[src/rtl/dec_str_to_bin_pkg.sv]
// Shared types and constants for the decimal-string to binary-code converter.
//   - state encoding for the control FSM
//   - ASCII digit bounds, datapath widths, default full-scale value
//   - result payload struct (code + error flag)
package dec_str_to_bin_pkg;

    localparam int unsigned STR_W          = 32;
    localparam int unsigned CHAR_W         = 8;
    localparam int unsigned N_CHARS        = 4;
    localparam int unsigned CNT_W          = 2;
    localparam int unsigned ACC_W          = 14;
    localparam int unsigned DVD_W          = 10;
    localparam int unsigned REM_W          = 11;
    localparam int unsigned Q_W            = 16;
    localparam int unsigned DIV_ITERS      = 16;
    localparam int unsigned ITER_W         = 4;
    localparam int unsigned FULL_SCALE_DEF = 1000;

    localparam logic [CHAR_W-1:0] ASCII_ZERO = 8'h30;
    localparam logic [CHAR_W-1:0] ASCII_NINE = 8'h39;

    typedef enum logic [2:0] {
        S_IDLE   = 3'd0,
        S_PARSE  = 3'd1,
        S_RANGE  = 3'd2,
        S_DIV    = 3'd3,
        S_FINISH = 3'd4,
        S_DONE   = 3'd5
    } state_t;

    typedef struct packed {
        logic           err;
        logic [Q_W-1:0] code;
    } result_t;

    // True for characters '0'..'9'
    function automatic logic is_digit(input logic [CHAR_W-1:0] c);
        return (c >= ASCII_ZERO) && (c <= ASCII_NINE);
    endfunction

endpackage

[src/rtl/dec_str_to_bin_if.sv]
// Request/result bundle between a text front end and the converter.
//   start : level request
//   din   : 4 ASCII chars, thousands char in the top byte
//   done  : ready / result valid
//   dout  : converted 16-bit code
//   err   : last conversion was invalid or out of range
interface dec_str_to_bin_if;
    import dec_str_to_bin_pkg::*;

    logic             start;
    logic [STR_W-1:0] din;
    logic             done;
    logic [Q_W-1:0]   dout;
    logic             err;

    modport master (output start, output din, input done, input dout, input err);
    modport slave  (input start, input din, output done, output dout, output err);

endinterface

[src/rtl/dec_str_to_bin_serial_restoring_div.sv]
// Serial restoring divider: quot = floor(dividend * 2^16 / DIVISOR), one bit per step.
// The dividend must already be below DIVISOR so the remainder stays under 2*DIVISOR.
//   clk, rstn : clock, synchronous active-low reset
//   load      : capture dividend, clear quotient and iteration count
//   step      : perform one shift/subtract iteration
//   dividend  : 10-bit starting remainder
//   rem       : 11-bit running remainder
//   quot      : 16-bit quotient
//   busy      : iterations outstanding
//   last_c    : current step is the final iteration
module serial_restoring_div
    import dec_str_to_bin_pkg::*;
#(
    parameter int unsigned DIVISOR = FULL_SCALE_DEF
) (
    input  logic             clk,
    input  logic             rstn,
    input  logic             load,
    input  logic             step,
    input  logic [DVD_W-1:0] dividend,
    output logic [REM_W-1:0] rem,
    output logic [Q_W-1:0]   quot,
    output logic             busy,
    output logic             last_c
);

    logic [ITER_W-1:0] iter;
    logic [REM_W-1:0]  rem_x2;
    logic              take;

    // Remainder is always below DIVISOR < 1024, so the top bit is zero before the shift
    assign rem_x2 = {rem[REM_W-2:0], 1'b0};
    assign take   = rem_x2 >= REM_W'(DIVISOR);
    assign last_c = busy && (iter == ITER_W'(DIV_ITERS - 1));

    // Iteration registers
    always_ff @(posedge clk) begin
        if (!rstn) begin
            rem  <= '0;
            quot <= '0;
            iter <= '0;
            busy <= 1'b0;
        end else if (load) begin
            rem  <= REM_W'(dividend);
            quot <= '0;
            iter <= '0;
            busy <= 1'b1;
        end else if (step && busy) begin
            rem  <= take ? (rem_x2 - REM_W'(DIVISOR)) : rem_x2;
            quot <= {quot[Q_W-2:0], take};
            iter <= iter + ITER_W'(1);
            if (last_c) begin
                busy <= 1'b0;
            end
        end
    end

endmodule

[src/rtl/dec_str_to_bin.sv]
// ASCII decimal string "0000".."FULL_SCALE" to 16-bit full-scale code.
// dout = floor(N * 65536 / FULL_SCALE), optional round half-up, saturating at 0xFFFF.
//   clk  : system clock
//   rstn : synchronous active-low reset, aborts any conversion
//   bus  : slave side of dec_str_to_bin_if (start/din in, done/dout/err out)
module dec_str_to_bin
    import dec_str_to_bin_pkg::*;
#(
    parameter int unsigned FULL_SCALE = FULL_SCALE_DEF,
    parameter int unsigned ROUND      = 0
) (
    input  logic               clk,
    input  logic               rstn,
    dec_str_to_bin_if.slave    bus
);

    state_t            state, state_nxt;
    logic [STR_W-1:0]  sreg, sreg_nxt;
    logic [ACC_W-1:0]  acc, acc_nxt;
    logic              bad, bad_nxt;
    logic [CNT_W-1:0]  cnt, cnt_nxt;
    result_t           res, res_nxt;
    logic              done_q, done_nxt;

    logic              div_load, div_step;
    logic [REM_W-1:0]  div_rem;
    logic [Q_W-1:0]    div_quot;
    logic              div_busy, div_last_c;

    logic [CHAR_W-1:0] ch;
    logic [CHAR_W-1:0] digit;
    logic              acc_ge, acc_gt;
    logic              round_up;

    assign ch     = sreg[STR_W-1 -: CHAR_W];
    assign digit  = ch - ASCII_ZERO;
    assign acc_ge = acc >= ACC_W'(FULL_SCALE);
    assign acc_gt = acc >  ACC_W'(FULL_SCALE);

    // Round half-up on the final remainder, never past full scale
    assign round_up = (ROUND == 1)
                   && ({div_rem, 1'b0} >= (REM_W + 1)'(FULL_SCALE))
                   && (div_quot != '1);

    serial_restoring_div #(
        .DIVISOR (FULL_SCALE)
    ) u_div (
        .clk      (clk),
        .rstn     (rstn),
        .load     (div_load),
        .step     (div_step),
        .dividend (DVD_W'(acc)),
        .rem      (div_rem),
        .quot     (div_quot),
        .busy     (div_busy),
        .last_c   (div_last_c)
    );

    // State register
    always_ff @(posedge clk) begin
        if (!rstn) begin
            state <= S_IDLE;
        end else begin
            state <= state_nxt;
        end
    end

    // Next-state logic
    always_comb begin
        state_nxt = state;
        case (state)
            S_IDLE:   if (bus.start) state_nxt = S_PARSE;
            S_PARSE:  if (cnt == CNT_W'(N_CHARS - 1)) state_nxt = S_RANGE;
            S_RANGE:  state_nxt = (bad || acc_ge) ? S_DONE : S_DIV;
            S_DIV:    if (div_last_c) state_nxt = S_FINISH;
            S_FINISH: state_nxt = S_DONE;
            S_DONE:   if (!bus.start) state_nxt = S_IDLE;
            default:  state_nxt = S_IDLE;
        endcase
    end

    // Datapath / output next values
    always_comb begin
        sreg_nxt = sreg;
        acc_nxt  = acc;
        bad_nxt  = bad;
        cnt_nxt  = cnt;
        res_nxt  = res;
        div_load = 1'b0;
        div_step = 1'b0;
        case (state)
            S_IDLE: begin
                if (bus.start) begin
                    sreg_nxt = bus.din;
                    acc_nxt  = '0;
                    bad_nxt  = 1'b0;
                    cnt_nxt  = '0;
                end
            end
            S_PARSE: begin
                if (!is_digit(ch)) begin
                    bad_nxt = 1'b1;
                end
                // acc is wide enough for "9999"; contents are don't-care once bad is set
                acc_nxt  = ACC_W'(acc * ACC_W'(10)) + ACC_W'(digit);
                sreg_nxt = {sreg[STR_W-CHAR_W-1:0], CHAR_W'(0)};
                cnt_nxt  = cnt + CNT_W'(1);
            end
            S_RANGE: begin
                if (bad) begin
                    res_nxt.code = '0;
                    res_nxt.err  = 1'b1;
                end else if (acc_ge) begin
                    res_nxt.code = '1;
                    res_nxt.err  = acc_gt;
                end else begin
                    div_load = 1'b1;
                end
            end
            S_DIV: begin
                div_step = div_busy;
            end
            S_FINISH: begin
                res_nxt.code = div_quot + Q_W'(round_up);
                res_nxt.err  = 1'b0;
            end
            default: ;
        endcase
    end

    assign done_nxt = (state_nxt == S_IDLE) || (state_nxt == S_DONE);

    // Datapath registers
    always_ff @(posedge clk) begin
        if (!rstn) begin
            sreg   <= '0;
            acc    <= '0;
            bad    <= 1'b0;
            cnt    <= '0;
            res    <= '0;
            done_q <= 1'b1;
        end else begin
            sreg   <= sreg_nxt;
            acc    <= acc_nxt;
            bad    <= bad_nxt;
            cnt    <= cnt_nxt;
            res    <= res_nxt;
            done_q <= done_nxt;
        end
    end

    assign bus.done = done_q;
    assign bus.dout = res.code;
    assign bus.err  = res.err;

endmodule

[src/flat_wrapper.sv]
// flat-port wrapper written by rule: the top's interface ports become plain ports
module dec_str_to_bin_flat import dec_str_to_bin_pkg::*;
#(
    parameter int unsigned FULL_SCALE = FULL_SCALE_DEF,
    parameter int unsigned ROUND      = 0
)
  (clk, rstn, bus_start, bus_din, bus_done, bus_dout, bus_err);
  dec_str_to_bin_if bus_i ();
  input  logic clk;
  input  logic rstn;
  input wire logic [$bits(bus_i.start)-1:0] bus_start;
  input wire logic [$bits(bus_i.din)-1:0] bus_din;
  output wire logic [$bits(bus_i.done)-1:0] bus_done;
  output wire logic [$bits(bus_i.dout)-1:0] bus_dout;
  output wire logic [$bits(bus_i.err)-1:0] bus_err;
  assign bus_i.start = bus_start;
  assign bus_i.din = bus_din;
  assign bus_done = bus_i.done;
  assign bus_dout = bus_i.dout;
  assign bus_err = bus_i.err;
  dec_str_to_bin #(.FULL_SCALE(FULL_SCALE), .ROUND(ROUND)) u_core (.clk(clk), .rstn(rstn), .bus(bus_i));
endmodule
[config.mk]
export PLATFORM = sky130hd
export DESIGN_NAME = dec_str_to_bin_flat
export DESIGN_NICKNAME = d
export VERILOG_FILES = /design/src/rtl/dec_str_to_bin_pkg.sv /design/src/rtl/dec_str_to_bin_if.sv /design/src/rtl/dec_str_to_bin_serial_restoring_div.sv /design/src/rtl/dec_str_to_bin.sv /design/src/flat_wrapper.sv
export SDC_FILE = /design/constraint.sdc
export NUM_CORES = 1
export LEC_CHECK = 0
export BUFFER_PORTS_ARGS = -buffer_cell sky130_fd_sc_hd__buf_4
export CAP_MARGIN = 0
export CORE_MARGIN = 3
export CORE_UTILIZATION = 45
export DETAILED_ROUTE_END_ITERATION = 8
export PLACE_DENSITY = 0.69
export SLEW_MARGIN = 20
export SYNTH_ARGS = -nofsm -noshare
export SYNTH_HDL_FRONTEND = slang
export SYNTH_HIERARCHICAL = 1
export SYNTH_SLANG_ARGS = --single-unit
[constraint.sdc]
create_clock -name clk -period 3.1 [get_ports clk]
set_clock_uncertainty 0.05 [all_clocks]
set_input_delay 0.465 -clock clk [delete_from_list [all_inputs] [get_ports clk]]
set_output_delay 0.465 -clock clk [all_outputs]
set_load 0.01 [all_outputs]
==> After elaboration in Yosys (flattened, before gate mapping) <==
Cells that the tools add are included.
{ "op_classes": {"n_addsub": 5, "multipliers": 1, "magnitude_cmp": 5, "n_eq_ne": 11, "mux": 28, "bitwise_logic": 1, "n_reduce_logical": 16} }
{ "op_table": {"columns": ["op", "n"], "rows": [
  ["$pmux 32 s2", 1],
  ["$mux 17", 2],
  ["$pmux 17 s2", 1],
  ["$mux 32", 1],
  ["$mux 10", 3],
  ["$pmux 14 s2", 1],
  ["$pmux 3 s6", 1],
  ["$mux 3", 5],
  ["$add 14x8->14", 1],
  ["$ge 14x10->1 const B", 1],
  ["$gt 14x10->1 const B", 1],
  ["$mul 14x3->13 const B", 1],
  ["$mux 14", 1],
  ["$ge 11x10->1 const B", 1],
  ["$sub 10x10->10 const B", 1],
  ["$eq 3x3->1 const B", 3],
  ["$mux 1", 9],
  ["$ge 8x6->1 const B", 1],
  ["$le 8x6->1 const B", 1],
  ["$reduce_bool 2->1", 4],
  ["$sub 8x6->8 const B", 1],
  ["$eq 3x2->1 const B", 2],
  ["$logic_not 3->1", 2],
  ["$reduce_and 2->1", 3],
  ["15 further kinds", 19]
]} }
{ "word_totals": {"ff_bits": 101, "inputBits": 35} }

==> Logic depth before layout (Yosys ltp) <==
{ "depth": {"word_depth": 6, "depth_mapped": 13} }

==> By module <==
Netlist, hierarchy kept.
{ "by_module_without_submodules": {"columns": ["mod", "n_inst", "cells_each", "area_per_inst_um2", "seq_area_each_um2"], "rows": [
  ["dec_str_to_bin", 1, 473, 4017.6, 1401.3],
  ["serial_restoring_div", 1, 188, 1492.7, 640.6]
]} }

==> Least setup slack after synthesis <==
OpenSTA, ideal clock, no wires.
{ "synth_path": {"path_kind": "register to register", "from": "register u_core.acc[1]", "to": "register u_core.acc[9]", "setup_ns": 0.118, "arrival_time_ns": 2.576, "t_required_ns": 2.932, "setup_slack_ns": 0.355, "path_stages_with_launch": 14, "path_cell_list": "dfxtp_1 -> ha_1 -> ha_1 -> inv_1 -> fa_1 -> inv_1 -> ha_1 -> or3_1 -> a21oi_1 -> nor2_1 -> and2_1 -> xor2_1 -> a22oi_1 -> nor2b_1"} }
{ "synth_between": {"elab_chain_len": 3} }
{ "synth_lines": {"columns": ["element", "line", "text"], "rows": [
  ["from (decl)", "dec_str_to_bin.sv:19", "logic [ACC_W-1:0] acc, acc_nxt;"],
  ["from (signal assigned)", "dec_str_to_bin.sv:144", "acc <= acc_nxt;"],
  ["$mul 14x3->13", "dec_str_to_bin.sv:105", "acc_nxt = ACC_W'(acc * ACC_W'(10)) + ACC_W'(digit);"],
  ["$add 14x8->14", "dec_str_to_bin.sv:105", null],
  ["$pmux 14 s2", "dec_str_to_bin.sv:91", "case (state)"]
]} }
No other way between the ends.
A chain may end at the register's enable or synchronous reset.

==> Worst setup path in the final report <==
{ "layout_path": {"from": "register u_core.acc[3]", "to": "register u_core.acc[9]"} }
Same word-level chain as after synthesis.

==> summary.txt <==
Final layout
  • Area of the multi-input gates: 0.003228 sq mm
  • Filler cells: 1,088
  • Commonest non-fill, non-tap cell in the layout: nand2_1
  • Ratio of cells with drive above 1 in the final layout: 14.74%
  • Ant. Diodes: 0
  • FF/Latch Area: 0.002023 sq mm
  • Commonest non-fill, non-tap cells in the layout: nand2_1, dfxtp_1, buf_4, a21oi_1, nor2b_1
  • Layout area overhead: 14.93%
  • Final Non-Filler Cells: 842
  • Final net count: 762
  • Final Util: 54.00%

CTS
  • Clk_lat worst skew: 0.34 ns
  • CTS sink count: 101
  • Cts bufs inserted: 9
  • Clock buffer depth: 2
  • H-tree depth: 3
  • Clock-pin slew on the worst setup and hold paths: 0.07 ns
  • CTS Root Cell: clkbuf_16
  • Setup Buffers After CTS: 0
  • TritonCTS clock tree: done

Timing
  • Setup TNS: 0 ns
  • Slew headroom: 38.52%
  • Final period utilization: 94.64%
  • Highest clock rate: 340.8 MHz
  • Final Critical Period: 2.934 ns
  • Final-report hold violation count: 0
  • Final setup viols: 0
  • Fin. max-slew vios: 0
  • Worst Tran Pin Value: 0.9188 ns
  • Final hold slack: 0.3144 ns

Global routing
  • First-pass GRT wire length: 20,570 um
  • Total congestion overflow: 0
  • Initial antenna violation count: 0
  • Vias in the first global route: 4,610
  • Global Route Usage Sum: 18.66%
  • Largest net degree at the start of global routing: 48

Synthesis
  • Syn Nets: 723
  • Average cell area after synthesis: 8.331 sq um
  • YS warnings: 6
  • Netlist area before placement: 0.005456 sq mm
  • Mapped Cells: 655

Floorplan
  • Starting Density: 46.98%
  • Die area: 0.01348 sq mm
  • Die boundary width: 116.1 um
  • Core ar.: 0.01161 sq mm
  • Die Span Y: 116.1 um
  • Row count: 39
  • IO Count: 53

Drt
  • Drt first pass iters: 5
  • 1st-iter DRT viols: 260
  • DRC: 0
  • DR vias: 4,754
  • Post-DR wirelength/cell: 14.63 um
  • Total routed wirelength: 12,320 um
  • Vias per cell: 5.646
  • Antenna viol nets, final: 0

Worst hold path
  • Hold Startpoint: bus_din[2]
  • Worst hold path depth: 3
  • HP Class: input port to flop
  • Hold EP: u_core/sreg[2]

Setup path
  • R2R cell count: 13
  • Reg2reg setup slack: 0.17 ns
  • Reg-to-reg endpoint: u_core/acc[9]
  • CP max FO: 6
  • RR Startpoint: u_core/acc[3]
  • Worst Path Required: 3.28 ns
  • Critical path class: flop to flop
  • Crit. End Element: flop
  • Crit path launch type: flop
  • Data arrival time of the critical path: 3.12 ns

Placement
  • PortBufs: 52
  • Post-placement cell count: 826
  • RePlAce Congestion: 0.8579
  • Post-DP HPWL: 8794 um

Power
  • Pwr Density: 481.1 mW/mm^2
  • P_leak: 2.733 nW
  • Total power: 0.003017 W
  • Peak supply drop: 0.4399 mV

Status
  • Outcome: complete, no violations

Run
  • Maximum Capacitance Violations: 0
-- per-layer routing --
layer	global-route usage, %	part of all wire, %
met1	22.09	45
met2	33.99	51
met3	4.301	3.4
met4	4.872	1.1
met5	0	0
-- worst max-delay path: stages, from the launching register on --
cell and delay, ns:
dfxtp_2 0.35, ha_1 0.30, ha_2 0.20, inv_1 0.06
fa_1 0.40, xnor2_1 0.16, ha_1 0.21, or3_4 0.39
a21oi_2 0.11, nor2_1 0.06, and2_1 0.16, xor2_1 0.15
a22oi_1 0.16, nor2b_1 0.07
-- stage by stage --
| stage | area [sq um] | setup WS [ns] |
|---|---|---|
| after detailed placement | 5973 | 0.1646 |
| after floorplan | 5456 | 0.3553 |
| after global routing | 6271 | -0.01491 |
| after CTS | 6259 | 0.1441 |
| after global placement | 5973 | 0.2472 |
| final | 6271 | 0.1661 |
-- registers in the layout, summed over array words and instances (netlist names) --
signal	cells
u_core/u_div/rem	10
u_core/state	3
u_core/sreg	32
u_core/u_div/quot	16
u_core/bus.dout	16
u_core/bus.done	1
u_core/u_div/busy	1
u_core/bus.err	1
u_core/u_div/iter	4
u_core/bad	1
u_core/cnt	2
u_core/acc	14
-- repair_timing --
action | in CTS | in global routing
setup endpoints to repair | 0 | 1
resized for setup | 0 | 4
hold buffers | 0 | 0
-- worst max path at each step --
stage	start	to	slack [ns]	cells past startpoint
2_1_floorplan	u_core/acc[1]	u_core/acc[9]	0.36	13
3_3_place_gp	u_core/acc[3]	u_core/acc[9]	0.25	13
3_5_place_dp	u_core/acc[3]	u_core/acc[9]	0.16	13
4_1_cts	u_core/acc[3]	u_core/acc[9]	0.14	13
5_1_grt	u_core/acc[3]	u_core/acc[9]	-0.01	13
6_report	u_core/acc[3]	u_core/acc[9]	0.17	13
-- cell type report --
class | instances | share of cell area (%)
well taps | 143 | 2.853
repair buffers | 67 | 8.021
multi-input cells | 501 | 51.48
clock buffers | 10 | 3.811
inverters | 14 | 0.8380
clock inverters | 6 | 0.7382
flip-flops and latches | 101 | 32.26
-- report_power, final --
part	internal (W)	switching, W
combinational	0.000246	0.000301
sequential	0.00135	0.0000491
clock	0.000572	0.000499
Power figures use the tool's default switching activity.
